File: config.mk
export PLATFORM = sky130hd
export DESIGN_NAME = reg_file_mp
export DESIGN_NICKNAME = d
export VERILOG_FILES = /design/src/rtl/reg_file_mp.sv
export SDC_FILE = /design/constraint.sdc
export NUM_CORES = 1
export LEC_CHECK = 0
export ABC_CLOCK_PERIOD_IN_PS = 5300
export CAP_MARGIN = 10
export CORE_ASPECT_RATIO = 1.2
export CORE_MARGIN = 1
export CORE_UTILIZATION = 30
export CTS_BUF_LIST = sky130_fd_sc_hd__clkbuf_2 sky130_fd_sc_hd__clkbuf_4 sky130_fd_sc_hd__clkbuf_8
export DETAILED_ROUTE_END_ITERATION = 6
export PLACE_DENSITY = 0.51
export SYNTH_ARGS = -nofsm -noshare
export SYNTH_HDL_FRONTEND = slang
export SYNTH_SLANG_ARGS = --single-unit
File: constraint.sdc
create_clock -name clk -period 5.3 [get_ports clk]
set_input_delay 1.06 -clock clk [delete_from_list [all_inputs] [get_ports clk]]
set_output_delay 1.06 -clock clk [all_outputs]
set_load 0.005 [all_outputs]
File: src/rtl/reg_file_mp.sv
`default_nettype none
// ============================================================================
// Module   : reg_file_mp
// Brief    : MSP430 register file with two read ports (source with constant
//            generator), two prioritised write ports, PC/SP/SR update paths,
//            optional write-to-read bypass and a sticky PC-fault flag.
// Revision : 1.0 - initial release
// ============================================================================
module reg_file_mp #(
    parameter int                DATA_W = 16,
    parameter int                NREGS  = 16,
    parameter logic [DATA_W-1:0] PC_MIN = 'h0200,
    parameter int                BYPASS = 1,
    localparam int               AW     = $clog2(NREGS)
) (
    input  logic              clk,
    input  logic              rst,
    input  logic [DATA_W-1:0] rst_vec,
    input  logic [AW-1:0]     rs_addr,
    input  logic [1:0]        rs_as,
    output logic [DATA_W-1:0] rs_data,
    input  logic [AW-1:0]     rd_addr,
    output logic [DATA_W-1:0] rd_data,
    input  logic              wr0_en,
    input  logic [AW-1:0]     wr0_addr,
    input  logic [DATA_W-1:0] wr0_data,
    input  logic              wr1_en,
    input  logic [AW-1:0]     wr1_addr,
    input  logic [DATA_W-1:0] wr1_data,
    input  logic              pc_we,
    input  logic [DATA_W-1:0] pc_in,
    input  logic              sp_we,
    input  logic [DATA_W-1:0] sp_in,
    input  logic              flags_we,
    input  logic [3:0]        flags_in,
    output logic [DATA_W-1:0] pc,
    output logic [DATA_W-1:0] sp,
    output logic [DATA_W-1:0] sr,
    output logic              wr_collide,
    output logic              pc_fault
);

    localparam logic [DATA_W-1:0] c_EVEN_MASK = ~DATA_W'(1);

    logic [DATA_W-1:0] r_regs [NREGS];
    logic [DATA_W-1:0] w_next [NREGS];
    logic [NREGS-1:0]  w_we;
    logic [NREGS-1:0]  w_trap;
    logic              r_collide;
    logic              r_fault;

    // Per-register next value: wr0 > wr1 > dedicated path, then PC/SP rules.
    for (genvar i = 0; i < NREGS; i++) begin : g_reg
        logic              w_hit0;
        logic              w_hit1;
        logic              w_ded;
        logic [DATA_W-1:0] w_ded_val;
        logic [DATA_W-1:0] w_sel;
        logic [DATA_W-1:0] w_val;
        logic              w_bad_pc;

        assign w_hit0 = wr0_en && (wr0_addr == AW'(i));
        assign w_hit1 = wr1_en && (wr1_addr == AW'(i));

        always_comb begin
            w_ded     = 1'b0;
            w_ded_val = r_regs[i];
            if (i == 0) begin
                w_ded     = pc_we;
                w_ded_val = pc_in;
            end else if (i == 1) begin
                w_ded     = sp_we;
                w_ded_val = sp_in;
            end else if (i == 2) begin
                w_ded        = flags_we;
                w_ded_val[8] = flags_in[3];
                w_ded_val[2] = flags_in[2];
                w_ded_val[1] = flags_in[1];
                w_ded_val[0] = flags_in[0];
            end
        end

        always_comb begin
            w_sel    = w_hit0 ? wr0_data : (w_hit1 ? wr1_data : w_ded_val);
            w_val    = w_sel;
            w_bad_pc = 1'b0;
            if (i == 0) begin
                w_val = w_sel & c_EVEN_MASK;
                if (w_val < PC_MIN) begin
                    w_val    = rst_vec & c_EVEN_MASK;
                    w_bad_pc = 1'b1;
                end
            end else if (i == 1) begin
                w_val = w_sel & c_EVEN_MASK;
            end
        end

        // R3 is the constant-generator slot and never stores anything.
        assign w_we[i]   = !rst && (i != 3) && (w_hit0 || w_hit1 || w_ded);
        assign w_next[i] = w_val;
        assign w_trap[i] = w_bad_pc;
    end

    always_ff @(posedge clk) begin
        if (rst) begin
            for (int i = 0; i < NREGS; i++) begin
                r_regs[i] <= '0;
            end
            r_regs[0] <= rst_vec & c_EVEN_MASK;
            r_collide <= 1'b0;
            r_fault   <= 1'b0;
        end else begin
            for (int i = 0; i < NREGS; i++) begin
                if (w_we[i]) begin
                    r_regs[i] <= w_next[i];
                end
            end
            r_collide <= wr0_en && wr1_en && (wr0_addr == wr1_addr);
            if (|(w_trap & w_we)) begin
                r_fault <= 1'b1;
            end
        end
    end

    // Reads: out-of-range addresses match no register and fall through to 0.
    always_comb begin
        rs_data = '0;
        rd_data = '0;
        for (int i = 0; i < NREGS; i++) begin
            if (rs_addr == AW'(i)) begin
                rs_data = (BYPASS != 0 && w_we[i]) ? w_next[i] : r_regs[i];
            end
            if (rd_addr == AW'(i)) begin
                rd_data = (BYPASS != 0 && w_we[i]) ? w_next[i] : r_regs[i];
            end
        end
        if (rs_addr == AW'(2)) begin
            case (rs_as)
                2'b01:   rs_data = '0;
                2'b10:   rs_data = DATA_W'(4);
                2'b11:   rs_data = DATA_W'(8);
                default: ;
            endcase
        end else if (rs_addr == AW'(3)) begin
            case (rs_as)
                2'b00:   rs_data = '0;
                2'b01:   rs_data = DATA_W'(1);
                2'b10:   rs_data = DATA_W'(2);
                default: rs_data = '1;
            endcase
        end
    end

    assign pc         = r_regs[0];
    assign sp         = r_regs[1];
    assign sr         = r_regs[2];
    assign wr_collide = r_collide;
    assign pc_fault   = r_fault;

endmodule
`default_nettype wire
# Yosys cells after proc, flatten, opt, wreduce, memory -nomap -nowiden
# Memories as Yosys holds them, arrays and structs flattened.
# Index checks and enable logic that the tools add are counted.
[op_classes] magnitude_cmp=1 n_eq_ne=62 n_mux=146 n_bitwise=17 reduce_logical=72
[op_table] cell="$mux 16" count=96
[op_table] cell="$eq 4x4->1 const B" count=32
[op_table] cell="$pmux 16 s3" count=2
[op_table] cell="$eq 4x3->1 const B" count=16
[op_table] cell="$mux 1" count=48
[op_table] cell="$logic_and 1x1->1" count=47
[op_table] cell="$eq 4x2->1 const B" count=6
[op_table] cell="$logic_or 1x1->1" count=18
[op_table] cell="$and 1x16->16" count=1
[op_table] cell="$eq 4x1->1 const B" count=4
[op_table] cell="$logic_not 4->1" count=4
[op_table] cell="$lt 16x10->1 const B" count=1
[op_table] cell="$or 1x1->1" count=16
[op_table] cell="$reduce_or 16->1" count=1
[op_table] cell="$eq 2x2->1 const B" count=2
[op_table] cell="$eq 4x4->1" count=1
[op_table] cell="$eq 2x1->1 const B" count=1
[op_table] cell="$logic_not 2->1" count=1
[op_table] cell="$logic_not 1->1" count=1
[word_totals] regBits=2 ram_bits=256 inputBits=109 out_inout_bits=82 elab_cells=301 memories=1
[memory_table] name="r_regs" words=16 word_bits=16 read_ports=16 rd_ports_with_merged_regs=0 wr=16 line="45" text="logic [DATA_W-1:0] r_regs [NREGS];"

# Longest topological paths before layout
[logic_depth] word_depth=25 mapped_depth=14 depth_no_buf=9

# Worst setup path before layout
# Ideal clock, no wire load.
[synth_path] path_kind="input port to output port" startpoint="in wr1_addr[1]" endpoint="out rd_data[5]" t_arrival_ps=3580 required_time_ps=4240 path_slack_ps=660 stages=11 path_buffers=2 path_cell_list="buf_2 -> or3b_1 -> buf_2 -> o21ai_1 -> a31oi_1 -> or4_4 -> o21ai_2 -> a21oi_1 -> or4_1 -> a211oi_2 -> a211oi_1"
[synth_via] elab_chain_cells=23 elab_cells_between_ends=126 cone_classes="1 x order compare; 14 x eq/ne; 62 x mux; 49 x reduce/logical"
[synth_rtl] element="from (decl)" line="28" text="input logic [AW-1:0] wr1_addr,"
[synth_rtl] element="$logic_not 4->1" line="63" text="assign w_hit1 = wr1_en && (wr1_addr == AW'(i));"
[synth_rtl] element="$logic_and 1x1->1" line="63"
[synth_rtl] element="$mux 16 (2 in series)" line="84" text="w_sel = w_hit0 ? wr0_data : (w_hit1 ? wr1_data : w_ded_val);"
[synth_rtl] element="$lt 16x10->1" line="89" text="if (w_val < PC_MIN) begin"
[synth_rtl] element="$mux 16" line="89"
[synth_rtl] element="$mux 16" line="134" text="rd_data = (BYPASS != 0 && w_we[i]) ? w_next[i] : r_regs[i];"
[synth_rtl] element="$mux 16 (15 in series)" line="133" text="if (rd_addr == AW'(i)) begin"
[synth_rtl] element="$mux 16 *" line="133"
[synth_rtl] element="to (decl)" line="23" text="output logic [DATA_W-1:0] rd_data,"
# Mark *: on every way between the ends. The rest lies on a longest branch, timed or not.

# Final worst setup path
[layout_path] startpoint="in wr0_addr[3]" endpoint="out rs_data[7]"
[layout_via] elab_chain_cells=24 elab_cells_between_ends=114 cone_classes="1 x order compare; 14 x eq/ne; 50 x mux; 49 x reduce/logical"
[layout_rtl] element="from (decl)" line="25" text="input logic [AW-1:0] wr0_addr,"
[layout_rtl] element="$logic_not 4->1" line="62" text="assign w_hit0 = wr0_en && (wr0_addr == AW'(i));"
[layout_rtl] element="$logic_and 1x1->1" line="62"
[layout_rtl] element="$mux 16 or $logic_or 1x1->1 (tied branches)" line="84, 99"
[layout_rtl] element="$lt 16x10->1 or $logic_or 1x1->1 (tied branches)" line="89, 99"
[layout_rtl] element="$mux 16 or $logic_and 1x1->1 (tied branches)" line="89, 99"
[layout_rtl] element="$mux 16" line="131" text="rs_data = (BYPASS != 0 && w_we[i]) ? w_next[i] : r_regs[i];"
[layout_rtl] element="$mux 16 (15 in series)" line="130" text="if (rs_addr == AW'(i)) begin"
[layout_rtl] element="$mux 16 *" line="130"
[layout_rtl] element="$pmux 16 s3 or $mux 16 (tied branches)" line="138, 144"
[layout_rtl] element="$mux 16 *" line="137" text="if (rs_addr == AW'(2)) begin"
[layout_rtl] element="to (decl)" line="21" text="output logic [DATA_W-1:0] rs_data,"
# Marks and branches as above.

==> metrics.md <==
| Metric | Value |
|---|---|
| Run status | `complete, but fails checks` |
| Failing checks | `design-rule violations, negative setup slack` |
| Arrival @ worst endpoint | `roughly 4300 ps` |
| Max-cap violation count | `0` |
| Clk buf depth | `3` |
| Most frequent cells after synthesis | `nor2_1, nand2_1, clkbuf_1, a21oi_1, edfxtp_1` |
| Via count | `29,575` |
| Placed cell area | `around 30,000 um^2` |
| Total internal power | `approximately 4500 uW` |
| Post-synth EDFFs | `approximately 240` |
| Rel. slew slack | `between 30% and 40%` |
| Synth unique cells | `85` |
| Critical path class | `in -> out` |
| Gr ovfl total | `0` |
| Site Rows | `approximately 110` |
| Power Total | `about 7000 uW` |
| Die W | `244 um` |
| Routed len/inst | `between 30 and 40 um` |
| Peak supply drop | `approximately 0.20 mV` |
| Num Clock Sinks | `240` |
| DIE HEIGHT | `a little under 300 um` |
| Die area | `roughly 71,000 um^2` |
| Mapped Area | `21,100 um^2` |
| Largest fanout on the critical path | `4` |
| Min Hold Slack | `493 ps` |
| NumNets Final | `between 3,000 and 4,000` |
| Min Tclk post-route | `about 5300 ps` |
| Cell taking the most area after synthesis | `edfxtp_1` |
| Switching part of the total | `between 30% and 40%` |
| Final worst slack | `-37.8 ps` |
| Critical path's most frequent cell | `buf_4` |
| Synth warn | `0` |
| Core area | `~69,000 um^2` |
| Req. time, crit path | `about 4200 ps` |
| Crit-path max cell delay | `approximately 450 ps` |
| Final Hold Fails | `0` |
| CP cell instances | `buf_6 > or3b_4 > buf_6 > nor3_4 > a31oi_1 > buf_4 > buf_6 > nor4_4 > buf_4 > clkbuf_16 > a21oi_4 > o31ai_4 > buf_4 > o221ai_4 > a211oi_2 > buf_4 > o221ai_2 > buf_2` |
| Area contributors post-synth | `edfxtp_1, nor2_1, a21oi_1` |
| Hpwl dp | `between 100,000 and 150,000 um` |
| Cell area after layout | `approximately 33,000 um^2` |
| Vias/cell | `approximately 6.4` |
| Starting Density | `a little under a third` |
| CTS HTree Levels | `2` |
| RSZ-0062 raised after global routing | `yes` |
| Logic gate share of total power | `between 30% and 40%` |
| CTS hold repair buffers | `0` |
| First drt pass iteration count | `7` |
| Final ANT Viol Nets | `0` |
| Post-synthesis sequential area ratio | `between 30% and 40%` |
| Syn Inst Count | `2,734` |
| Drt initial violations | `4,226` |
| I/O Buffers | `185` |
| Asr flop ratio synth | `0%` |
| IO Pins | `approximately 190` |
| DR DRC count | `1` |
| Largest net degree at the start of global routing | `59` |
| Power per cell area | `215 nW/um^2` |
| Crit path max-delay family | `buffers and inverters` |
| GRT Overall Usage | `between 40 and 50%` |
| First-pass GRT wire length | `224,000 um` |
| Worst skew pair latency | `roughly 660 ps` |
| Post-Route WL | `approximately 160,000 um` |
| Syn_area_per_cell | `between 7 and 8 um^2` |
| Setup violations, final | `4` |
| Synth top area share | `between 30% and 40%` |
| Synth Register Bits | `240` |
| CTS tree | `built` |
| Clock Skew | `0 ps` |
| Gpl congestion | `~1.0` |
| WP buf/inv | `9` |
| Actual slew at the worst max-slew pin | `between 1000 and 1500 ps` |
| Fill cells | `between 6,000 and 7,000` |
| Critical-path top delay cell | `or3b_4` |
| Worst Hold Class | `reg -> reg` |
| CTS buffer count | `approximately 50` |
| CP Launch Type | `primary input` |
| Part of the cycle the worst path needs | `101%` |
| Clock Tree Root | `clkbuf_8` |
| Antenna violations before repair | `4` |
| Layout cells sized above 1 | `36.0%` |
| Lkg Pwr | `~0.013 uW` |
| Clock share of power | `29.7%` |
| CP endpoint kind | `output port` |
| Vias in the first global route | `28,650` |
| Net Sw Power | `around 2700 uW` |
| Max Clk Rate | `~190 MHz` |
| CTS clk-pin slew, worst paths | `50 ps` |
| Setup WS pre-CTS | `-1260 ps` |
| Sequential power share | `32.8%` |
| Predominant post-synthesis flop cell | `edfxtp_1` |
| Most common cell in the netlist | `nor2_1` |
| Final Max Tran Viols | `0` |
| Synth-to-layout area growth | `58.1%` |
==> path summary, 6_finish.rpt <==
| check | from | endpoint | slack [ps] | cells past startpoint |
|---|---|---|---|---|
| setup / recovery | wr0_addr[3] | rs_data[7] | -40 | 18 |
| hold / removal | pc_fault$_SDFFE_PP0P_ | pc_fault$_SDFFE_PP0P_ | 490 | 1 |
| hold reg to reg | pc_fault$_SDFFE_PP0P_ | pc_fault$_SDFFE_PP0P_ | 490 | 1 |
| setup reg to reg | r_regs[13][7]$_SDFFCE_PP0P_ | r_regs[13][7]$_SDFFCE_PP0P_ | 4130 | 2 |
==> power groups by stage <==
stage                     logic [uW]  clock network (uW)  registers, uW
after floorplan                  848                   0           2350
after global placement          2430                   0           2380
after detailed placement        2420                   0           2380
after CTS                       2540                2130           2350
after global routing            2720                2210           2360
final                           2690                2130           2350
==> placed cells by master, fill, tap and decap left out, types with 10 or more instances in the layout <==
cell / instances
nor2b_1: 12
o2bb2ai_1: 10
nor3_1: 30
a211o_1: 12
nand3_1: 80
a211oi_1: 39
o211ai_1: 32
o221ai_1: 21
a21oi_2: 28
o21ai_2: 13
clkdlybuf4s50_1: 138
buf_12: 51
inv_1: 15
o2111ai_1: 48
a211oi_2: 10
a31oi_1: 42
a311oi_1: 102
buf_4: 911
o22a_1: 37
a21oi_1: 232
dlygate4sd2_1: 14
nor2_1: 369
o22ai_1: 134
o21ai_1: 15
buf_6: 35
a2bb2oi_1: 15
o22ai_2: 11
edfxtp_1: 238
clkbuf_4: 22
mux2i_1: 39
nand2_1: 320
buf_2: 14
clkbuf_8: 50
a22oi_1: 66
o21ai_0: 114
a22o_1: 18
a21o_1: 14
==> registers in the layout, summed over array words and instances, names as in the netlist <==
name	count
r_regs	238
pc_fault	1
wr_collide	1
==> cell type report <==
class | instances | area [um^2] | area share [%]
diodes | 1 | 2.50 | 0.00752
inverters | 20 | 75.1 | 0.226
clock inverters | 16 | 154 | 0.462
multi-input cells | 2138 | 13800 | 41.5
clock buffers | 72 | 853 | 2.56
flip-flops and latches | 240 | 7190 | 21.6
repair buffers | 1183 | 10100 | 30.2
well taps | 918 | 1150 | 3.45
==> layer usage <==
layer	global-route usage (%)	part of all wire (%)	up-vias
met5	0	0.020	-
met1	52.1	36	14471
li1	-	-	12381
met4	43.1	12	4
met2	68.2	43	2138
met3	8.39	9.3	581
==> logic make-up after synthesis <==
family	after synthesis	share of synthesized area [%]
buf+inv	357	6.54
compound gates	1164	37.8
mux	56	3.00
xor+xnor	5	0.208
simple gates	911	18.3
flops	240	34.1
other cells	1	0.0178
==> per-stage QoR <==
step                      util, %  cells  setup TNS [ps]
after floorplan                 -   2735               0
after global placement       43.8   4443          -26350
after detailed placement     43.8   4443          -25780
after CTS                    47.2   4568            -365
after global routing         47.9   4588            -248
final                        47.9   4588            -107
==> repair_timing <==
action,CTS,global route
resized for setup,315,96
cloned,1,0
pin swaps,88,58
setup endpoints to repair,32,31
buffers inserted,40,21
Note: power is estimated with default switching activity, not from simulation.
